<file path="config.mk">
export PLATFORM = sky130hd
export DESIGN_NAME = seq_shift_add_mult
export DESIGN_NICKNAME = d
export VERILOG_FILES = /design/src/rtl/seq_shift_add_mult.sv
export SDC_FILE = /design/constraint.sdc
export NUM_CORES = 1
export LEC_CHECK = 0
export ABC_AREA = 1
export CAP_MARGIN = 20
export CORE_UTILIZATION = 32
export DETAILED_ROUTE_END_ITERATION = 12
export PLACE_DENSITY = 0.65
export SYNTH_ARGS = -nofsm -noshare
export SYNTH_HDL_FRONTEND = slang
export SYNTH_SLANG_ARGS = --single-unit
</file>
<file path="constraint.sdc">
create_clock -name clk -period 1.6 [get_ports clk]
set_clock_uncertainty 0.15 [all_clocks]
set_input_delay 0.32 -clock clk [delete_from_list [all_inputs] [get_ports clk]]
set_output_delay 0.32 -clock clk [all_outputs]
set_load 0.01 [all_outputs]
</file>
<file path="src/rtl/seq_shift_add_mult.sv">
// Sequential shift-add multiplier feeding the product memory write port.
// One add/shift iteration per clock; product, tag and write-enable are registered.
module seq_shift_add_mult #(
    parameter int WIDTH = 4
) (
    input  logic                 clk,
    input  logic                 rst_n,
    input  logic                 start,
    input  logic [WIDTH-1:0]     op_m,
    input  logic [WIDTH-1:0]     op_q,
    input  logic [WIDTH-1:0]     addr_in,
    output logic                 busy,
    output logic                 done,
    output logic                 we,
    output logic [2*WIDTH-1:0]   product,
    output logic [WIDTH-1:0]     addr_out
);

    localparam int CW = $clog2(WIDTH + 1);

    typedef enum logic [1:0] {
        IDLE = 2'd0,
        RUN  = 2'd1,
        DONE = 2'd2
    } state_t;

    state_t            state;
    logic [WIDTH-1:0]  a;
    logic [WIDTH-1:0]  q;
    logic [WIDTH-1:0]  m;
    logic              c;
    logic [CW-1:0]     count;

    logic [WIDTH:0]    sum;
    logic [WIDTH-1:0]  a_next;
    logic [WIDTH-1:0]  q_next;

    // {C,A} = A + M when Q[0] is set, then {C,A,Q} shifts right with 0 into C
    always_comb begin
        sum = {c, a};
        if (q[0]) begin
            sum = {c, a} + {1'b0, m};
        end
        a_next = sum[WIDTH:1];
        q_next = {sum[0], q[WIDTH-1:1]};
    end

    always_ff @(posedge clk or negedge rst_n) begin
        if (!rst_n) begin
            state    <= IDLE;
            a        <= '0;
            q        <= '0;
            m        <= '0;
            c        <= 1'b0;
            count    <= '0;
            busy     <= 1'b0;
            done     <= 1'b0;
            we       <= 1'b0;
            product  <= '0;
            addr_out <= '0;
        end else begin
            done <= 1'b0;
            we   <= 1'b0;
            if (state == RUN) begin
                a     <= a_next;
                q     <= q_next;
                c     <= 1'b0;
                count <= count - CW'(1);
                if (count == CW'(1)) begin
                    product <= {a_next, q_next};
                    done    <= 1'b1;
                    we      <= 1'b1;
                    busy    <= 1'b0;
                    state   <= DONE;
                end
            end else begin
                // IDLE and DONE both accept a new operation
                if (start) begin
                    m        <= op_m;
                    q        <= op_q;
                    a        <= '0;
                    c        <= 1'b0;
                    count    <= CW'(WIDTH);
                    addr_out <= addr_in;
                    busy     <= 1'b1;
                    state    <= RUN;
                end else begin
                    state <= IDLE;
                end
            end
        end
    end

endmodule

</file>
### Yosys cells after proc, flatten, opt, wreduce, memory -nomap -nowiden

Index checks and enable logic that the tools add are counted.

* add/subtract/negate cells: 2
* equal/unequal tests: 3
* mux-type cells: 17
* bitwise logic cells: 1
* reductions and logical operators: 4

Operators with widths (number)
* two-way mux 4 bit: 4
* two-way mux 1 bit: 8
* two-way mux 3 bit: 2
* AND reduction 2 bit: 3
* adder 5 x 4 -> 5 bit: 1
* two-way mux 5 bit: 1
* two-way mux 2 bit: 2
* equality test 3 x 1 -> 1 bit (second input constant): 1
* subtractor 3 x 1 -> 3 bit (second input constant): 1
* equality test 2 x 1 -> 1 bit (second input constant): 1
* inequality test 2 x 1 -> 1 bit (second input constant): 1
* nonzero test 2 bit: 1
* inverter 1 bit: 1

* flip-flop bits (word level): 32
* input port bits: 15
* output and inout bits: 15

### Logic depth before layout (Yosys ltp)

Gate-level depths: netlist of the first run.

* depth after elaboration: 3
* depth in mapped cells: 8

### Worst setup path after synthesis of the first run

Ideal clock, no wire load.

* kind: register -> register
* start: register a[0]
* end: register a[3]
* arrival time: 1331 ps
* data required time: 1322 ps
* setup slack: -9 ps
* stages on the path, launching flop included: 7
* buffers on the path: 0
* clock period less this slack: 1609 ps
* cells stage by stage: dfrtp_1 ha_1 fa_1 nand2_1 a21oi_1 o21ai_0 o21ai_0

* word-level cells in the longest chain between the ends: 3

RTL lines
* from (decl): RTL line 28 `logic [WIDTH-1:0] a;`
* from (signal assigned): RTL line 65 `a <= a_next;`
* adder 5 x 4 -> 5 bit: RTL line 42 `sum = {c, a} + {1'b0, m};`
* two-way mux 5 bit: RTL line 41 `if (q[0]) begin`
* two-way mux 4 bit: RTL line 64 `if (state == RUN) begin`

No other way between the ends.
A chain may end at the register's enable or synchronous reset.

### Worst setup path after layout of the first run

* start: register m[0]
* end: register a[0]

* word-level cells in the longest chain between the ends: 3

RTL lines
* from (decl): RTL line 30 `logic [WIDTH-1:0] m;`
* from (signal assigned): RTL line 79 `m <= op_m;`
* adder 5 x 4 -> 5 bit: RTL line 42
* two-way mux 5 bit: RTL line 41
* two-way mux 4 bit: RTL line 64

No other way between the ends.

==> results of run 1 <==
==> worst paths after layout <==
kind	startpoint	endpoint
worst max-delay path	m[0]$_DFFE_PN0P_	a[0]$_DFFE_PN0P_
worst min-delay path	rst_n	q[3]$_DFFE_PN0P_
worst max register to register	m[0]$_DFFE_PN0P_	a[0]$_DFFE_PN0P_
worst min register to register	product[3]$_DFFE_PN0P_	product[3]$_DFFE_PN0P_
max in group asynchronous	rst_n	a[1]$_DFFE_PN0P_
min in group clk	product[3]$_DFFE_PN0P_	product[3]$_DFFE_PN0P_
==> registers in the layout (all words and copies together), names as in the netlist <==
name      cells
product       8
m             4
count         3
busy          1
we            1
state         2
addr_out      4
a             4
q             4
==> metrics by stage <==
step           instances  power, mW  area (µm²)  setup slack [ps]
2_1_floorplan        153       2.43        1470              1.36
3_3_place_gp         233       2.93        1810             -51.1
3_5_place_dp         233       2.97        1810             -94.2
4_1_cts              242       3.71        1930             -38.8
5_1_grt              244       3.99        1950              -117
6_report             244       3.69        1950             -49.0
==> logic make-up after synthesis <==
family,after synthesis,share of synthesized area
flops,31,0.530
xor+xnor,1,0.00599
simple gates,68,0.213
buf+inv,23,0.0855
compound gates,23,0.100
fa+ha+maj,7,0.0650
==> repair_timing <==
| action | CTS | global route |
|---|---|---|
| gates resized for setup | 21 | 1 |
| buffers inserted | 1 | 2 |
| pin swaps | 2 | 3 |
| endpoints found under the hold margin | 0 | 0 |
| setup endpoints to repair | 21 | 7 |
==> routing by layer <==
metal / global-route usage / vias to the layer above / part of all wire
li1: - / 564 / -
met1: 0.173 / 526 / 0.46
met2: 0.204 / 29 / 0.46
met3: 0.0480 / 9 / 0.058
met4: 0.0658 / 0 / 0.021
met5: 0 / - / 0
==> cell type report <==
type | count | area [µm²]
fillers | 437 | 2440
flip-flops and latches | 31 | 776
multi-input cells | 99 | 576
repair buffers | 36 | 337
clock buffers | 6 | 82.6
inverters | 18 | 75.1
well taps | 52 | 65.1
clock inverters | 2 | 35.0
==> power by group through the flow <==
| stage | Clock (mW) | Combinational, mW | Sequential (mW) |
|---|---|---|---|
| 3_3_place_gp | 0 | 1.61 | 1.32 |
| 2_1_floorplan | 0 | 1.08 | 1.34 |
| 3_5_place_dp | 0 | 1.64 | 1.33 |
| 5_1_grt | 0.849 | 1.78 | 1.36 |
| 6_report | 0.799 | 1.58 | 1.31 |
| 4_1_cts | 0.822 | 1.58 | 1.32 |
==> layout by cell type, fill, tap and decap left out, types with 5 or more instances in the layout <==
cell and n:
nand2_1 51, dlygate4sd2_1 15, o21ai_2 5, o21ai_1 5
dfrtp_1 31, inv_1 14, ha_1 5, nand3_1 5
clkbuf_8 6, buf_4 6, clkdlybuf4s50_1 14
==> flow_summary.ini, run 1 <==
[power]
peakVddDrop_v = 0.000566
p_sw_mw = 1.39
p_sw_frac = 0.377
seqPwrFrac = 0.355
pwr-share-comb = 0.429
internal-power_mw = 2.30
power_density_nw_per_um2 = 1900
leakage_nw = 1.00
p_clk_frac = 0.216

[synth]
synthTopCellsByArea = dfrtp_1 (53%), nand2_1 (13%), ha_1 (5.1%)
synth-seq-cells = 31
syn_nets = 175
yosys_warnings = 0
netlist_instances = 153
async_reset_ff_frac = 1.00
synth_common_cells = nand2_1 (51), dfrtp_1 (31), inv_1 (14)
ys_types = 26
ys.flop_type = dfrtp_1
yosysSeqAreaShare = 0.530
synth_most_common_cell = nand2_1
synth_top_area_cell = dfrtp_1
synth_edf_count = 0
avgSynthCellArea_um2 = 9.56
yosysTopAreaCellShare = 0.530
syn_area_um2 = 1460

[floorplan]
core_area_um2 = 4380
dieArea_um2 = 4840
io_pins = 30
fp-row-count = 24
die_y_um = 69.6
start_util = 0.334
die_x_um = 69.6

[setup_path]
critical_path_class = reg2reg
worstPathRequired_ps = 1650
cp_top_family = adder cells
crit_path_top_delay_cell = fa_2
start_kind = register
r2r_slack_ps = -50
worstPathArrival_ps = 1700
critPathMaxFanout = 2
path_depth = 6
critPathCaptureType = register
cp_num_buf_inv = 1
path_cells = ha_2 -> fa_2 -> nand2_1 -> o21ai_1 -> inv_1 -> o22ai_1
reg2regPathDepth = 6
cpPeakStageDelay_ps = 510

[min_path]
min_path_type = in2async

[status]
status = finished, violations left
violations = setup timing

[grt]
grt_start_max_net_pins = 32
grt_pass1_wl_um = 5110
grt_pass1_vias = 1126
overflow = 0
grt_util_all_layers = 0.136
grt_antenna_before_repair = 0

[clocking]
numCtsBuffers = 5
clock_tree.root_cell = clkbuf_8
clk_latency_ps = 290
holdBufCountCts = 0
cts_sinks = 31
htreeDepth = 2
cts_tree = done
clk_pin_slew_ps = 70
clk_path_buf_depth = 2

[route]
wirelength_um = 2910
num_vias = 1128
drt_pass1_iterations = 4
via_per_inst = 4.62
avgRoutedWirePerCell_um = 11.9
antenna_left = 0
route.detailed.drc = 0
drt_iter0_markers = 54

[timing]
fin_crit_sh = 1.03
final_hold_viol_count = 0
worst_pin_slew_ps = 318
period_needed_ps = 1650
tns_ps = -135
maxSlewViolCount = 0
holdWs_ps = 246
timing.final.ws_setup_ps = -49.0
slew_headroom = 0.788
rsz0062_at_grt = true
setup_viol = 6
fmax_mhz = 606

[placed_design]
io_buffers = 29
gp_congestion = 0.777
dp_hpwl_um = 2030

[layout]
syn_to_final_growth_pct = 33.0
layout-drive-gt1-share = 0.182
nNetsFinal = 213
diodes = 0
fin_util = 0.444

[run]
cap_violations = 0
(Power assumes the default switching activity.)
==> run 2: changes to the inputs <==
--- a/config.mk
+++ b/config.mk
@@ -7,9 +7,12 @@
 export LEC_CHECK = 0
 export ABC_AREA = 1
 export CAP_MARGIN = 20
+export CORE_MARGIN = 3
 export CORE_UTILIZATION = 32
+export CTS_CLUSTER_DIAMETER = 100
 export DETAILED_ROUTE_END_ITERATION = 12
 export PLACE_DENSITY = 0.65
+export SKIP_LAST_GASP = 1
 export SYNTH_ARGS = -nofsm -noshare
 export SYNTH_HDL_FRONTEND = slang
 export SYNTH_SLANG_ARGS = --single-unit
==> flow_summary.ini, run 2 (synthesized netlist as in run 1, its figures left out) <==
[status]
status = finished, violations left
violations = setup timing

[clocking]
htreeDepth = 2
numCtsBuffers = 5
clk_path_buf_depth = 2
clk_latency_ps = 280
cts_sinks = 31
clk_pin_slew_ps = 60
cts_tree = done
clock_tree.root_cell = clkbuf_8

[floorplan]
fp-row-count = 23
dieArea_um2 = 5420
start_util = 0.348
core_area_um2 = 4200
io_pins = 30
die_x_um = 73.6
die_y_um = 73.6

[setup_path]
crit_top_cell = o21ai_1
cp_num_buf_inv = 0
worstPathArrival_ps = 1670
cp_top_family = adder cells
critPathMaxFanout = 2
critical_path_class = reg2reg
crit_path_top_delay_cell = dfrtp_1
cpPeakStageDelay_ps = 390
worstPathRequired_ps = 1610
path_cells = ha_2 -> fa_2 -> nand2_1 -> a21oi_1 -> o21ai_1 -> o21ai_1
critPathCaptureType = register
start_kind = register

[grt]
overflow = 0
grt_pass1_wl_um = 4890
grt_pass1_vias = 1078
grt_start_max_net_pins = 32
grt_util_all_layers = 0.121
grt_antenna_before_repair = 0

[layout]
final_area_um2 = 1930
n_fill_cell = 395
largest_reg_flops = 8
nNetsFinal = 213
final_common_cell = nand2_1
diodes = 0
layout-drive-gt1-share = 0.177
top_register = product
syn_to_final_growth_pct = 31.9
layout_common_cells = nand2_1 (51), dfrtp_1 (31), dlygate4sd2_1 (15)

[placed_design]
post_dp_cell_area_um2 = 1810
dp_hpwl_um = 2010
gp_congestion = 0.738
io_buffers = 29

[route]
antenna_left = 0
wirelength_um = 2830
drt_iter0_markers = 47
drt_pass1_iterations = 4
route.detailed.drc = 0
num_vias = 1097
avgRoutedWirePerCell_um = 11.7
via_per_inst = 4.53

[timing]
timing.final.ws_setup_ps = -64.0
fmax_mhz = 601
maxSlewViolCount = 0
slew_headroom = 0.795
period_needed_ps = 1660
rsz0062_at_grt = true
worst_pin_slew_ps = 308
final_hold_viol_count = 0
setup_viol = 4
fin_crit_sh = 1.04
holdWs_ps = 254

[run]
cap_violations = 0

[power]
leakage_nw = 0.997
power_density_nw_per_um2 = 1850
total_power_mw = 3.56
peakVddDrop_v = 0.000686

[min_path]
min_path_type = in2async
==> run 2: per-layer routing <==
layer	GRT usage	wire, µm	up-vias
met2	0.176	1260	27
met3	0.0465	157	2
li1	-	-	565
met5	0	0	-
met4	0.0543	18	0
met1	0.158	1400	503
==> run 2: area by class of cell <==
cell class                 count  area (µm²)  share of cell area
multi-input combinational     99         579               0.300
tap                           50        62.6              0.0324
inverter                      18        75.1              0.0389
timing repair buffer          36         337               0.174
sequential                    31         776               0.402
clock buffer                   8         100              0.0519
==> run 2: repair_timing <==
item / 4_1_cts / 5_1_grt
setup endpoints to repair: 21 / 8
pin swaps: 4 / 3
hold buffers: 0 / 0
setup buffers: 2 / 1
resized for setup: 20 / 2
==> run 2: worst paths after layout <==
| path | startpoint | endpoint | slack (ps) | cells after the start |
|---|---|---|---|---|
| worst max-delay path | a[0]$_DFFE_PN0P_ | a[3]$_DFFE_PN0P_ | -60 | 6 |
| worst max register to register | a[0]$_DFFE_PN0P_ | a[3]$_DFFE_PN0P_ | -60 | 6 |
| worst min-delay path | rst_n | product[1]$_DFFE_PN0P_ | 250 | 2 |
| max in group asynchronous | rst_n | product[6]$_DFFE_PN0P_ | 880 | 2 |
| worst min register to register | product[3]$_DFFE_PN0P_ | product[3]$_DFFE_PN0P_ | 320 | 2 |
| min in group clk | product[3]$_DFFE_PN0P_ | product[3]$_DFFE_PN0P_ | 320 | 2 |
==> run 2: worst reg2reg max path: stages (launching register included) <==
cell and delay (ps):
dfrtp_1 390, ha_2 200, fa_2 360, nand2_1 70
a21oi_1 60, o21ai_1 210, o21ai_1 100
==> run 2: stage by stage <==
step | utilization | TNS [ps] | instances | setup slack [ps]
global placement | 0.431 | -156 | 231 | -56.0
global route | 0.459 | -725 | 242 | -132
CTS | 0.454 | -147 | 241 | -43.8
floorplan | - | 0 | 153 | 1.36
finish | 0.459 | -183 | 242 | -64.0
detailed placement | 0.431 | -195 | 231 | -67.4
==> run 2: power by group <==
group	internal (mW)	switching, mW	leakage, nW
sequential	1.12	0.198	0.392
clock	0.392	0.281	0.0515
combinational	0.693	0.884	0.553
total	2.20	1.36	0.997
==> RTL change 1 (flow settings as in run 2) <==
Set the parameter `WIDTH` to 8 (it was 4).
--- a/src/rtl/seq_shift_add_mult.sv
+++ b/src/rtl/seq_shift_add_mult.sv
@@ -2,5 +2,5 @@
 // One add/shift iteration per clock; product, tag and write-enable are registered.
 module seq_shift_add_mult #(
-    parameter int WIDTH = 4
+    parameter int WIDTH = 8
 ) (
     input  logic                 clk,
Interface: changed (5 resized); port bits go from 30 to 54. No check against the original RTL was run, so the function may have changed too.
==> RTL change 1 against run 2 <==
The run still ends with setup timing left; wire length up 110%; highest routed layer unchanged; via count up 93%; largest power group unchanged; sequential cell count up 25; critical path depth up 2; critical path type unchanged; setup slack worse by 0.21 ns; final area up 83%; total power up 98%; area after synthesis up 78%.
==> RTL change 1: results <==
export IMPL_grtUsageMet1_pct=19.2
export IMPL_hold_class="flop to flop"
export IMPL_p_leak_nw=1.83
export IMPL_setup_viol=16
export IMPL_dpl_worst_slack_ns=-0.207
export IMPL_portBuffers=53
export IMPL_ys_warn_count=0
export IMPL_cts_setup_buffers=1
export IMPL_grtUsageMet2_pct=20.9
export IMPL_via_per_inst=4.49
export IMPL_placed_area_um2=3330
export IMPL_n_fill_cell=776
export IMPL_num_vias=2115
export IMPL_grt_max_degree=57
export IMPL_cts_resized=39
export IMPL_cts_reportedPaths_clkPinSlew_ns=0.10
export IMPL_place_hpwl_um=4080
export IMPL_routedWlPerCell_um=12.4
export IMPL_grt_pass1_wl_um=9780
export IMPL_grt_use_met3_pct=2.81
export IMPL_clock_latency_ns=0.31
export IMPL_gp_congestion=0.843
export IMPL_clock_power_share_pct=13.4
export IMPL_layout_drive_gt1_share_pct=14.1
export IMPL_gr_usage_all_layers_pct=13.6
export IMPL_tns_ns=-2.46
export IMPL_syn_nets=336
export IMPL_seq_area_frac_synth_pct=53.7
export IMPL_critical_path_arrival_ns=1.92
export IMPL_drt_iter0_drc=79
export IMPL_nNetsFinal=406
export IMPL_p_seq_share_pct=34.8
export IMPL_syn_area_per_cell_um2=8.76
export IMPL_pwr_group_clock_mw=0.948
export IMPL_synth_xor_area_share_pct=0.671
export IMPL_ir_drop_mv=0.597
export IMPL_violations="setup timing"
export IMPL_layout_setup_ws_ns=-0.273
export IMPL_largest_register_ffs=16
export IMPL_cts_hold_buf=1
export IMPL_swShare_pct=40.4
export IMPL_status="finished, violations left"
export IMPL_synth_compound_area_share_pct=8.39
export IMPL_synth_adder_area_share_pct=5.56
==> RTL change 1: final cells by class <==
cell class                      count  area share (%)
Inverter                           30            3.36
Clock buffer                        6            2.05
Tap cell                          102            3.61
Timing Repair Buffer               73            18.7
Clock inverter                      2            1.10
Multi-Input combinational cell    202            31.6
Sequential cell                    56            39.6
==> RTL change 1: worst paths after layout <==
kind                             start     endpoint  slack (ns)  cells after the start
setup / recovery                  m[0]         a[1]       -0.27                      8
hold / removal             addr_out[4]  addr_out[4]        0.33                      2
setup reg to reg                  m[0]         a[1]       -0.27                      8
hold reg to reg            addr_out[4]  addr_out[4]        0.33                      2
max in group asynchronous        rst_n         a[5]        0.67                      3
min in group asynchronous        rst_n   product[6]        0.38                      3
==> RTL change 1: metal layers <==
layer  wire length (um)  vias to the layer above
met5                  0                        -
met2               2620                       40
met3                256                        5
li1                   -                     1093
met4                 57                        0
met1               2890                      977
==> RTL change 2 (flow settings as in run 2) <==
Made on the original files. Reset style: synchronous (`rst_n`), changed in one clocked block.
--- a/src/rtl/seq_shift_add_mult.sv
+++ b/src/rtl/seq_shift_add_mult.sv
@@ -46,5 +46,5 @@
     end
 
-    always_ff @(posedge clk or negedge rst_n) begin
+    always_ff @(posedge clk) begin
         if (!rst_n) begin
             state    <= IDLE;
Check against the original RTL: differs if rst_n is asserted again (counterexample within 4 cycles, from zero or initial values and one cycle with rst_n low); with rst_n held inactive, the same outputs for 10 cycles.
==> RTL change 2 against run 2 <==
The flow still finishes with violations (setup timing); sequential cell count stayed put; non-clock buffer count grew 4; final area down 4.9%; maximum frequency is 4.0% higher; setup slack gained 0.064 ns; largest cell class is now multi-input combinational cells; wire length decreased by 1.1%; critical path type unchanged; area after synthesis shrank 8.8%; synthesized cell count up 11%; critical path depth rose by 1; count of clock-buffer cells in the layout decreased by 2.
Power is not compared: it rests on default switching activity, and its combinational part moved more than twofold at a synthesized area within 25%.
==> RTL change 2: results <==
export IMPL_status="finished, violations left"
export IMPL_violations="setup timing"
export IMPL_routedWlPerCell_um=10.9
export IMPL_drt_iter0_drc=26
export IMPL_dpl_cell_count=251
export IMPL_async_flop_share_pct=0
export IMPL_layout_drive_gt1_share_pct=19.0
export IMPL_final_cells=258
export IMPL_setup_viol=1
export IMPL_ys_flop_type="dfxtp_1"
export IMPL_gp_congestion=0.750
export IMPL_cp_slowest_cell="fa_2"
export IMPL_nNetsFinal=232
export IMPL_reg2reg_to="product[7]"
export IMPL_grt_max_degree=25
export IMPL_synth_area_leaders="dfxtp_1 47%, nand2_1 6.5%, nor2_1 6.5%"
export IMPL_worst_pin_slew_ns=0.420
export IMPL_layout_setup_ws_ns=-0.000182
export IMPL_gr_usage_all_layers_pct=12.5
export IMPL_via_per_inst=4.57
export IMPL_hold_class="flop to flop"
export IMPL_reg2reg_depth=7
export IMPL_place_hpwl_um=2070
export IMPL_synth_cells_most_frequent="31 x dfxtp_1, 23 x nand2_1, 23 x nor2_1"
export IMPL_seq_area_frac_synth_pct=46.5
## RTL change 2: how the worst max path moves through the flow
stage / to / cells past startpoint / from / slack (ns)
finish: product[7] / 7 / a[0] / -0.0002
global route: a[0] / 6 / a[0] / -0.09
detailed placement: a[3] / 7 / m[0] / -0.04
CTS: a[1] / 7 / a[0] / -0.02
global placement: a[3] / 7 / m[0] / -0.03
floorplan: a[3] / 7 / a[0] / 0.009
## RTL change 2: cell families after synthesis
kind of cell	synth area share (%)
compound gates	13.5
fa+ha+maj	7.13
buf+inv	9.19
flops	46.5
mux	0.750
simple gates	22.9
## RTL change 2: what timing repair did
action,in CTS,in global routing
setup endpoints to repair,19,6
gates resized for setup,22,4
hold buffers,0,0
pin swaps,3,5
## RTL change 2: power breakdown
part / total, mW / switching [mW] / internal, mW
logic: 0.237 / 0.124 / 0.112
clock network: 0.609 / 0.273 / 0.336
registers: 0.837 / 0.0244 / 0.812
## RTL change 2: cell type report
| cell class | instances | area, um2 |
|---|---|---|
| multi-input cells | 110 | 627 |
| repair buffers | 40 | 354 |
| flip-flops and latches | 31 | 623 |
| inverters | 22 | 82.6 |
| clock inverters | 1 | 5.00 |
| clock buffers | 6 | 82.6 |
| well taps | 48 | 60.1 |
| fillers | 403 | 1990 |
## RTL change 2: stage by stage
stage                     hold slack, ns  util (%)  instance area, um2
final                              0.309      47.9                1830
after global routing               0.342      47.9                1830
after CTS                          0.312      47.6                1820
after detailed placement           0.306      45.3                1730
after global placement             0.303      45.3                1730
after floorplan                    0.297         -                1340
## RTL change 2: worst reg2reg max path, cell delays in order, from the launching register on
cell	delay (ns)
dfxtp_2	0.34
ha_4	0.16
fa_2	0.35
nand2_2	0.08
a21oi_1	0.07
or2_4	0.23
nand3_1	0.07
nand2_1	0.05
## RTL change 2: layer usage
layer,GRT usage [%],up-vias,wire [um]
li1,-,627,-
met1,14.1,522,1310
met2,20.7,24,1290
met3,5.54,5,150
met4,5.01,0,44
met5,0,-,0
